===== src/rtl/weight_scan_controller_if.sv =====
// Bus bundle between the weight scan controller, the evaluator write stream,
// weightMemory and the move-selection FSM. The controller side is "slave",
// the environment driving requests and memory data is "master".
interface weight_scan_controller_if #(
    parameter int SCORE_W = 16
);
    logic               start;
    logic               wr_req;
    logic [3:0]         wr_weight;
    logic [4:0]         wr_x;
    logic [4:0]         wr_y;
    logic               occ_in;
    logic               mem_read;
    logic               mem_write;
    logic [3:0]         mem_weight;
    logic [4:0]         mem_x;
    logic [4:0]         mem_y;
    logic [4:0]         mem_xout;
    logic [4:0]         mem_yout;
    logic [26:0]        mem_data;
    logic               wr_grant;
    logic               busy;
    logic               done;
    logic               best_valid;
    logic [4:0]         best_x;
    logic [4:0]         best_y;
    logic [SCORE_W-1:0] best_score;

    modport slave (
        input  start, wr_req, wr_weight, wr_x, wr_y, occ_in, mem_data,
        output mem_read, mem_write, mem_weight, mem_x, mem_y, mem_xout, mem_yout,
        output wr_grant, busy, done, best_valid, best_x, best_y, best_score
    );

    modport master (
        output start, wr_req, wr_weight, wr_x, wr_y, occ_in, mem_data,
        input  mem_read, mem_write, mem_weight, mem_x, mem_y, mem_xout, mem_yout,
        input  wr_grant, busy, done, best_valid, best_x, best_y, best_score
    );
endinterface


===== src/rtl/weight_scan_controller.sv =====
// Weight scan controller: arbitrates evaluator counter writes against
// full-board scans of weightMemory, scores every free cell in raster order
// and reports the highest-scoring one (earliest cell wins ties).
module weight_scan_controller #(
    parameter int         BRD_DIM = 19,
    parameter int         SCORE_W = 16,
    parameter logic [7:0] WGT0    = 8'd1,
    parameter logic [7:0] WGT1    = 8'd2,
    parameter logic [7:0] WGT2    = 8'd4,
    parameter logic [7:0] WGT3    = 8'd8,
    parameter logic [7:0] WGT4    = 8'd16,
    parameter logic [7:0] WGT5    = 8'd3,
    parameter logic [7:0] WGT6    = 8'd6,
    parameter logic [7:0] WGT7    = 8'd12,
    parameter logic [7:0] WGT8    = 8'd32
) (
    input  logic                     clk,
    input  logic                     reset,
    weight_scan_controller_if.slave  bus
);

    typedef enum logic [1:0] {IDLE, SCAN, DRAIN, DONE} state_t;

    state_t             state_q;
    logic               pend_q;
    logic [4:0]         x_q;
    logic [4:0]         y_q;
    logic               mem_read_q;
    logic               busy_q;
    logic               done_q;

    logic               vld_p1;
    logic               occ_p1;
    logic [4:0]         x_p1;
    logic [4:0]         y_p1;

    logic               best_valid_q;
    logic [4:0]         best_x_q;
    logic [4:0]         best_y_q;
    logic [SCORE_W-1:0] best_score_q;

    logic               wr_grant;
    logic               scan_go_d;
    logic               last_cell_d;
    logic [SCORE_W-1:0] score_d;
    logic               take_d;

    function automatic logic [7:0] wgt_of(input int k);
        case (k)
            0:       return WGT0;
            1:       return WGT1;
            2:       return WGT2;
            3:       return WGT3;
            4:       return WGT4;
            5:       return WGT5;
            6:       return WGT6;
            7:       return WGT7;
            default: return WGT8;
        endcase
    endfunction

    // Weighted sum of the nine 3-bit counters; cannot exceed 9*7*255.
    function automatic logic [SCORE_W-1:0] cell_score(input logic [26:0] d);
        logic [SCORE_W-1:0] acc;
        acc = '0;
        for (int k = 0; k < 9; k++) begin
            acc = acc + SCORE_W'(d[3*k +: 3]) * SCORE_W'(wgt_of(k));
        end
        return acc;
    endfunction

    // Writes only reach the memory while idle; otherwise the requester holds wr_req.
    assign wr_grant       = bus.wr_req && (state_q == IDLE);
    assign bus.wr_grant   = wr_grant;
    assign bus.mem_write  = wr_grant;
    assign bus.mem_weight = bus.wr_weight;
    assign bus.mem_x      = bus.wr_x;
    assign bus.mem_y      = bus.wr_y;

    assign bus.mem_read   = mem_read_q;
    assign bus.mem_xout   = x_q;
    assign bus.mem_yout   = y_q;
    assign bus.busy       = busy_q;
    assign bus.done       = done_q;
    assign bus.best_valid = best_valid_q;
    assign bus.best_x     = best_x_q;
    assign bus.best_y     = best_y_q;
    assign bus.best_score = best_score_q;

    // Scan launch decision, end-of-board detection and best-cell compare.
    always_comb begin
        scan_go_d   = (state_q == IDLE) && (bus.start || pend_q) && !bus.wr_req;
        last_cell_d = (x_q == 5'(BRD_DIM - 1)) && (y_q == 5'(BRD_DIM - 1));
        score_d     = cell_score(bus.mem_data);
        take_d      = vld_p1 && !occ_p1 && (!best_valid_q || (score_d > best_score_q));
    end

    // Sequencer: pending start, raster address counters and registered status outputs.
    always_ff @(posedge clk) begin
        if (!reset) begin
            state_q    <= IDLE;
            pend_q     <= 1'b0;
            x_q        <= '0;
            y_q        <= '0;
            mem_read_q <= 1'b0;
            busy_q     <= 1'b0;
            done_q     <= 1'b0;
        end else begin
            case (state_q)
                IDLE: begin
                    done_q <= 1'b0;
                    if (scan_go_d) begin
                        state_q    <= SCAN;
                        pend_q     <= 1'b0;
                        x_q        <= '0;
                        y_q        <= '0;
                        mem_read_q <= 1'b1;
                        busy_q     <= 1'b1;
                    end else if (bus.start) begin
                        pend_q <= 1'b1;
                    end
                end
                SCAN: begin
                    if (last_cell_d) begin
                        state_q    <= DRAIN;
                        mem_read_q <= 1'b0;
                        x_q        <= '0;
                        y_q        <= '0;
                    end else if (x_q == 5'(BRD_DIM - 1)) begin
                        x_q <= '0;
                        y_q <= y_q + 5'd1;
                    end else begin
                        x_q <= x_q + 5'd1;
                    end
                end
                DRAIN: begin
                    state_q <= DONE;
                    done_q  <= 1'b1;
                end
                default: begin
                    state_q <= IDLE;
                    done_q  <= 1'b0;
                    busy_q  <= 1'b0;
                end
            endcase
        end
    end

    // Score stage: align occupancy/address with the registered memory data, track the best cell.
    always_ff @(posedge clk) begin
        if (!reset) begin
            vld_p1       <= 1'b0;
            occ_p1       <= 1'b0;
            x_p1         <= '0;
            y_p1         <= '0;
            best_valid_q <= 1'b0;
            best_x_q     <= '0;
            best_y_q     <= '0;
            best_score_q <= '0;
        end else begin
            vld_p1 <= (state_q == SCAN);
            occ_p1 <= bus.occ_in;
            x_p1   <= x_q;
            y_p1   <= y_q;
            if (scan_go_d) begin
                best_valid_q <= 1'b0;
                best_x_q     <= '0;
                best_y_q     <= '0;
                best_score_q <= '0;
            end else if (take_d) begin
                best_valid_q <= 1'b1;
                best_x_q     <= x_p1;
                best_y_q     <= y_p1;
                best_score_q <= score_d;
            end
        end
    end

endmodule

===== src/flat_wrapper.sv =====
// flat-port wrapper written by rule: the top's interface ports become plain ports
module weight_scan_controller_flat 
#(
    parameter int         BRD_DIM = 19,
    parameter int         SCORE_W = 16,
    parameter logic [7:0] WGT0    = 8'd1,
    parameter logic [7:0] WGT1    = 8'd2,
    parameter logic [7:0] WGT2    = 8'd4,
    parameter logic [7:0] WGT3    = 8'd8,
    parameter logic [7:0] WGT4    = 8'd16,
    parameter logic [7:0] WGT5    = 8'd3,
    parameter logic [7:0] WGT6    = 8'd6,
    parameter logic [7:0] WGT7    = 8'd12,
    parameter logic [7:0] WGT8    = 8'd32
)
  (clk, reset, bus_start, bus_wr_req, bus_wr_weight, bus_wr_x, bus_wr_y, bus_occ_in, bus_mem_data, bus_mem_read, bus_mem_write, bus_mem_weight, bus_mem_x, bus_mem_y, bus_mem_xout, bus_mem_yout, bus_wr_grant, bus_busy, bus_done, bus_best_valid, bus_best_x, bus_best_y, bus_best_score);
  weight_scan_controller_if #(.SCORE_W(SCORE_W)) bus_i ();
  input  logic clk;
  input  logic reset;
  input wire logic [$bits(bus_i.start)-1:0] bus_start;
  input wire logic [$bits(bus_i.wr_req)-1:0] bus_wr_req;
  input wire logic [$bits(bus_i.wr_weight)-1:0] bus_wr_weight;
  input wire logic [$bits(bus_i.wr_x)-1:0] bus_wr_x;
  input wire logic [$bits(bus_i.wr_y)-1:0] bus_wr_y;
  input wire logic [$bits(bus_i.occ_in)-1:0] bus_occ_in;
  input wire logic [$bits(bus_i.mem_data)-1:0] bus_mem_data;
  output wire logic [$bits(bus_i.mem_read)-1:0] bus_mem_read;
  output wire logic [$bits(bus_i.mem_write)-1:0] bus_mem_write;
  output wire logic [$bits(bus_i.mem_weight)-1:0] bus_mem_weight;
  output wire logic [$bits(bus_i.mem_x)-1:0] bus_mem_x;
  output wire logic [$bits(bus_i.mem_y)-1:0] bus_mem_y;
  output wire logic [$bits(bus_i.mem_xout)-1:0] bus_mem_xout;
  output wire logic [$bits(bus_i.mem_yout)-1:0] bus_mem_yout;
  output wire logic [$bits(bus_i.wr_grant)-1:0] bus_wr_grant;
  output wire logic [$bits(bus_i.busy)-1:0] bus_busy;
  output wire logic [$bits(bus_i.done)-1:0] bus_done;
  output wire logic [$bits(bus_i.best_valid)-1:0] bus_best_valid;
  output wire logic [$bits(bus_i.best_x)-1:0] bus_best_x;
  output wire logic [$bits(bus_i.best_y)-1:0] bus_best_y;
  output wire logic [$bits(bus_i.best_score)-1:0] bus_best_score;
  assign bus_i.start = bus_start;
  assign bus_i.wr_req = bus_wr_req;
  assign bus_i.wr_weight = bus_wr_weight;
  assign bus_i.wr_x = bus_wr_x;
  assign bus_i.wr_y = bus_wr_y;
  assign bus_i.occ_in = bus_occ_in;
  assign bus_i.mem_data = bus_mem_data;
  assign bus_mem_read = bus_i.mem_read;
  assign bus_mem_write = bus_i.mem_write;
  assign bus_mem_weight = bus_i.mem_weight;
  assign bus_mem_x = bus_i.mem_x;
  assign bus_mem_y = bus_i.mem_y;
  assign bus_mem_xout = bus_i.mem_xout;
  assign bus_mem_yout = bus_i.mem_yout;
  assign bus_wr_grant = bus_i.wr_grant;
  assign bus_busy = bus_i.busy;
  assign bus_done = bus_i.done;
  assign bus_best_valid = bus_i.best_valid;
  assign bus_best_x = bus_i.best_x;
  assign bus_best_y = bus_i.best_y;
  assign bus_best_score = bus_i.best_score;
  weight_scan_controller #(.BRD_DIM(BRD_DIM), .SCORE_W(SCORE_W), .WGT0(WGT0), .WGT1(WGT1), .WGT2(WGT2), .WGT3(WGT3), .WGT4(WGT4), .WGT5(WGT5), .WGT6(WGT6), .WGT7(WGT7), .WGT8(WGT8)) u_core (.clk(clk), .reset(reset), .bus(bus_i));
endmodule

===== config.mk =====
export PLATFORM = sky130hd
export DESIGN_NAME = weight_scan_controller_flat
export DESIGN_NICKNAME = d
export VERILOG_FILES = /design/src/rtl/weight_scan_controller_if.sv /design/src/rtl/weight_scan_controller.sv /design/src/flat_wrapper.sv
export SDC_FILE = /design/constraint.sdc
export NUM_CORES = 1
export LEC_CHECK = 0
export ABC_AREA = 1
export BUFFER_PORTS_ARGS = -buffer_cell sky130_fd_sc_hd__buf_2
export CORE_MARGIN = 5
export CORE_UTILIZATION = 45
export CTS_CLUSTER_DIAMETER = 200
export DETAILED_ROUTE_END_ITERATION = 8
export GPL_TIMING_DRIVEN = 0
export PLACE_DENSITY = 0.7
export SLEW_MARGIN = 10
export SYNTH_ARGS = -nofsm -noshare
export SYNTH_HDL_FRONTEND = slang
export SYNTH_SLANG_ARGS = --single-unit

===== constraint.sdc =====
create_clock -name clk -period 7.3 [get_ports clk]
set_clock_uncertainty 0.2 [all_clocks]
set_input_delay 1.46 -clock clk [delete_from_list [all_inputs] [get_ports clk]]
set_output_delay 1.46 -clock clk [all_outputs]
set_load 0.03 [all_outputs]

After elaboration in Yosys (flattened, before gate mapping)
Index checks and enable logic that the tools add are counted.
{"block": "word_totals", "out_inout_bits": 56, "reg_bits": 55, "inputBits": 46, "elab_cells": 77}
{"block": "op_classes", "mul": 3, "muxes": 17, "order_cmp": 1, "n_reduce_logical": 22, "add_sub_neg": 10, "n_eq_ne": 7, "bitwise": 2}
{"operator": "$add 16x11->16", "n": 3}
{"operator": "$mux 5", "n": 5}
{"operator": "$pmux 5 s2", "n": 2}
{"operator": "$add 16x5->16", "n": 1}
{"operator": "$add 16x6->16", "n": 1}
{"operator": "$add 16x7->16", "n": 1}
{"operator": "$add 16x8->16", "n": 1}
{"operator": "$gt 16x16->1", "n": 1}
{"operator": "$mul 3x2->5 const B", "n": 3}
{"operator": "$add 5x1->5 const B", "n": 2}
{"operator": "$eq 5x5->1 const B", "n": 2}
{"operator": "$reduce_and 2->1", "n": 4}
{"operator": "$logic_and 1x1->1", "n": 6}
{"operator": "$pmux 1 s2", "n": 3}
{"operator": "$pmux 2 s3", "n": 1}
{"operator": "$reduce_and 3->1", "n": 2}
{"operator": "$add 3x4->5", "n": 1}
{"operator": "$mux 1", "n": 4}
{"operator": "$mux 2", "n": 2}
{"operator": "$ne 2x1->1 const B", "n": 2}
{"operator": "$reduce_bool 2->1", "n": 2}
{"operator": "$reduce_or 2->1", "n": 2}
{"operator": "$logic_not 1->1", "n": 3}
{"operator": "$ne 3x1->1 const B", "n": 1}
{"operator": "other kinds (5)", "n": 7}

Longest topological paths before layout
{"block": "logic_depth", "word_depth": 11, "mapped_depth": 28, "mapped_depth_nobuf": 27}

Worst setup path before layout
OpenSTA, ideal clock, no wires.
{"block": "synth_path", "path_kind": "input -> register", "startpoint": "input bus_mem_data[18]", "endpoint": "register u_core.best_score_q[0] (netlist: u_core.bus.best_score[0])", "required_ps": 6984, "setup_ps": 116, "arrival_ps": 6494, "path_stages": 26, "setup_slack_ps": 491, "path_cell_list": "ha_1 -> fa_1 -> xor2_1 -> fa_1 -> fa_1 -> inv_1 -> fa_1 -> inv_1 -> fa_1 -> ha_1 -> fa_1 -> nand2_1 -> nand2_1 -> a21oi_1 -> nor2_1 -> o21ai_0 -> inv_1 -> ha_1 -> and3_1 -> nand2_1 -> nand2_1 -> nand2_1 -> nand2_1 -> buf_2 -> a21oi_1 -> nor2_1"}
{"block": "synth_via", "elab_chain_len": 7}
{"item": "start, declared", "line_no": "flat_wrapper.sv:26", "rtl": "input wire logic [$bits(bus_i.mem_data)-1:0] bus_mem_data;"}
{"item": "$mul 3x2->5", "line_no": "weight_scan_controller.sv:67", "rtl": "acc = acc + SCORE_W'(d[3*k +: 3]) * SCORE_W'(wgt_of(k));"}
{"item": "$add 16x11->16 (2 in series)", "line_no": "weight_scan_controller.sv:67"}
{"item": "$add 16x8->16", "line_no": "weight_scan_controller.sv:67"}
{"item": "via u_core.score_d[10]", "line_no": "weight_scan_controller.sv:45", "rtl": "logic [SCORE_W-1:0] score_d;"}
{"item": "$gt 16x16->1", "line_no": "weight_scan_controller.sv:95", "rtl": "take_d = vld_p1 && !occ_p1 && (!best_valid_q || (score_d > best_score_q));"}
{"item": "$logic_or 1x1->1", "line_no": "weight_scan_controller.sv:95"}
{"item": "$logic_and 1x1->1", "line_no": "weight_scan_controller.sv:95"}
{"item": "end signal, assigned", "line_no": "weight_scan_controller.sv:174", "rtl": "best_score_q <= score_d;"}
{"item": "end, declared", "line_no": "weight_scan_controller.sv:40", "rtl": "logic [SCORE_W-1:0] best_score_q;"}
The timed path passes the listed nets, and every way through them passes these cells.
A chain may end at the register's enable or synchronous reset.

Worst setup path in the final report
{"block": "layout_path", "startpoint": "input bus_mem_data[19]", "endpoint": "register u_core.best_score_q[9] (netlist: u_core.bus.best_score[9])"}
Same word-level chain as after synthesis.

==> out/results.txt <==
Synth top area share -> 0.269
Synth warnings -> 0
min Tclk post-route -> 6920 ps
Die Y -> 101 µm
Avg WL per Cell -> 11.2 µm
initial antenna violation count -> 0
hold_sp -> u_core.bus.mem_yout[4]$_SDFFE_PN0P_
max_cap viols -> 0
number of DRC markers in iteration 0 -> 151
crit path launch type -> primary input
final std cells w/o fill -> 669
Routed WL -> 7.52 mm
Hold-fix buffers, CTS -> 0
clk sinks -> 50
worst r2r src -> u_core.state_q[0]$_SDFFE_PN0P_
outcome -> completed
# IOs -> 102
GP Congestion -> 0.868
share of cells above drive strength 1 -> 0.227
Area after DPL -> 4280 µm²
Syn Inst Count -> 471
core area -> 8130 µm²
sequential power share -> 0.220
DR vias/cell -> 4.66
Final Hold Fails -> 0
first-pass GRT wire length -> 13.6 mm
Area contributors post-synth -> dfxtp_1, ha_1, fa_1
sequential element share of the synthesized area -> 0.269
antenna-violating nets left -> 0
CTS Buf Count -> 5
n_diodes -> 0
Yosys reg bits -> 50
worst endpoint data arrival time -> 6920 ps
Starting Density -> 0.458
final-report setup violation count -> 0
CP startpoint -> bus_mem_data[19]
1st-pass router iterations -> 4
unrepaired setup endpoints after global routing -> false
switching portion of total power -> 0.472
port bufs -> 81
peak fanout along the critical path -> 10
nets@finish -> 680
hold crit path type -> flop to flop
setup TNS -> 0 ps
CTS tree -> done
Yosys cell types -> 37
Max Fclk -> 144 MHz
placed cell count -> 661
CP most frequent cell -> fa_1
Worst path max stage delay -> 550 ps
Design Power -> 1.53 mW
Clock Power Share -> 0.130
crit path kind -> primary input to flop
largest net degree at the start of global routing -> 18
crit end category -> flop
vias in the first global route -> 3,282
Leakage -> 2.43 nW
Fillers -> 801
DR vias -> 3,116
H-tree Lvls -> 2
Logic pwr share -> 0.650
site row count -> 33
Avg Cell Area, Syn -> 7.91 µm²
Slew Limit Fails -> 0
root buffer cell -> clkbuf_8
clock buffer depth -> 2
Synth async-reset ratio -> 0
Die ar. -> 10,200 µm²
DRC viols -> 0
Worst EP required -> 7300 ps
synthesized area -> 3720 µm²
GR Overflow Total -> 0
Worst-Skew Late Latency -> 300 ps
All-Layer GR Usage -> 0.159
P&R area growth vs syn -> 18.4%
PwrDens -> 346 nW/µm²
post-DP HPWL -> 6.42 mm
Synth area leader -> dfxtp_1
sw power -> 721 µW
Die X -> 101 µm
internal power -> 805 µW
final core utilization -> 0.542
Crit-path slowest cell -> fa_1
top_reg_cell synth -> dfxtp_1
clock slew at reported path FFs -> 100 ps
period utilization -> 0.949
final instance area -> 4410 µm²
Worst VDD drop -> 0.223 mV
Post-synth EDFFs -> 0
-- cells in the final DEF, fill, tap and decap left out, types with 3 or more instances in the layout --
cell type,count
a21oi_1,31
buf_2,82
a21o_1,4
fa_1,23
dfxtp_1,50
ha_1,48
clkbuf_8,5
nand3_1,29
inv_1,103
conb_1,5
nor3b_2,3
nor3_1,6
clkbuf_1,6
o22ai_1,3
xor2_1,9
nor2_1,39
o21ai_0,6
nand2_1,63
buf_4,23
-- logic make-up (layout without fill, tap and decap cells) --
group                    after synthesis  count (layout)  share of synthesized area
flip-flops                            50              50                      0.269
other                                  1               5                    0.00101
buffers and inverters                137             226                      0.160
adder cells (fa/ha/maj)               71              71                      0.285
AO/OA/AOI/OAI                         54              54                     0.0857
XOR/XNOR                               9               9                     0.0212
AND/OR/NAND/NOR                      149             149                      0.178
-- through the flow --
| stage | hold slack (ps) | worst slack, ps |
|---|---|---|
| finish | 244 | 375 |
| global route | 264 | 47.6 |
| CTS | 248 | 149 |
| detailed placement | 245 | -169 |
| global placement | 241 | -80.7 |
| floorplan | 292 | 491 |
-- critical path: cells and delay by family --
family,cells,cell delay (ps)
AND/OR/NAND/NOR,9,780
adder cells (fa/ha/maj),9,3530
buffers and inverters,5,490
XOR/XNOR,1,190
AO/OA/AOI/OAI,3,460
-- layer usage --
| layer | vias to the layer above | share of wire | global-route usage |
|---|---|---|---|
| met2 | 82 | 0.50 | 0.295 |
| met4 | 0 | 0.024 | 0.0573 |
| met3 | 18 | 0.061 | 0.0311 |
| li1 | 1614 | - | - |
| met5 | - | 0 | 0 |
| met1 | 1402 | 0.41 | 0.180 |
-- registers in the layout (all words and copies together), names as in the netlist, 2 cells and up --
register / flops
u_core.bus.best_x: 5
u_core.bus.best_y: 5
u_core.bus.best_score: 11
u_core.bus.mem_xout: 5
u_core.x_p1: 5
u_core.y_p1: 5
u_core.state_q: 2
u_core.bus.mem_yout: 5
-- Yosys cell counts, types with 2 or more instances --
cell type  count
a21oi_1       31
ha_1          48
a21o_1         4
nor2_1        39
fa_1          23
nand4_1        2
xor2_1         9
buf_2          5
o21ai_0        7
inv_1        103
nor3b_2        3
nor3_1         6
dfxtp_1       50
clkbuf_1       6
nand3_1       29
buf_4         20
o22ai_1        3
nand2_1       64
-- layout make-up --
cell class	instances	area, µm²	area share
inverters	105	395	0.0896
multi-input cells	288	2150	0.487
clock inverters	3	48.8	0.0111
flip-flops and latches	50	1000	0.227
clock buffers	5	68.8	0.0156
repair buffers	81	405	0.0919
well taps	105	131	0.0298
plain buffers	32	211	0.0479
-- repair_timing --
| item | CTS | global route |
|---|---|---|
| resized for setup | 0 | 10 |
| hold endpoints to repair | 0 | 0 |
| setup endpoints to repair | 0 | 21 |
| setup buffers | 0 | 0 |
-- power by group through the flow --
stage	Combinational [mW]	Sequential, mW	Clock (mW)
after global placement	0.946	0.341	0
final	0.992	0.336	0.198
after CTS	0.996	0.337	0.206
after detailed placement	0.987	0.343	0
after global routing	1.16	0.341	0.216
after floorplan	0.715	0.391	0
-- path summary, 6_finish.rpt --
path	end	slack (ps)	cells past startpoint
setup / recovery	u_core.bus.best_score[9]$_SDFFE_PP0P_	380	27
hold / removal	u_core.y_p1[4]$_SDFF_PN0_	240	2
setup reg to reg	u_core.bus.mem_yout[3]$_SDFFE_PN0P_	5090	9
hold reg to reg	u_core.y_p1[4]$_SDFF_PN0_	240	2
No activity file was read; power rests on OpenSTA's default activity.
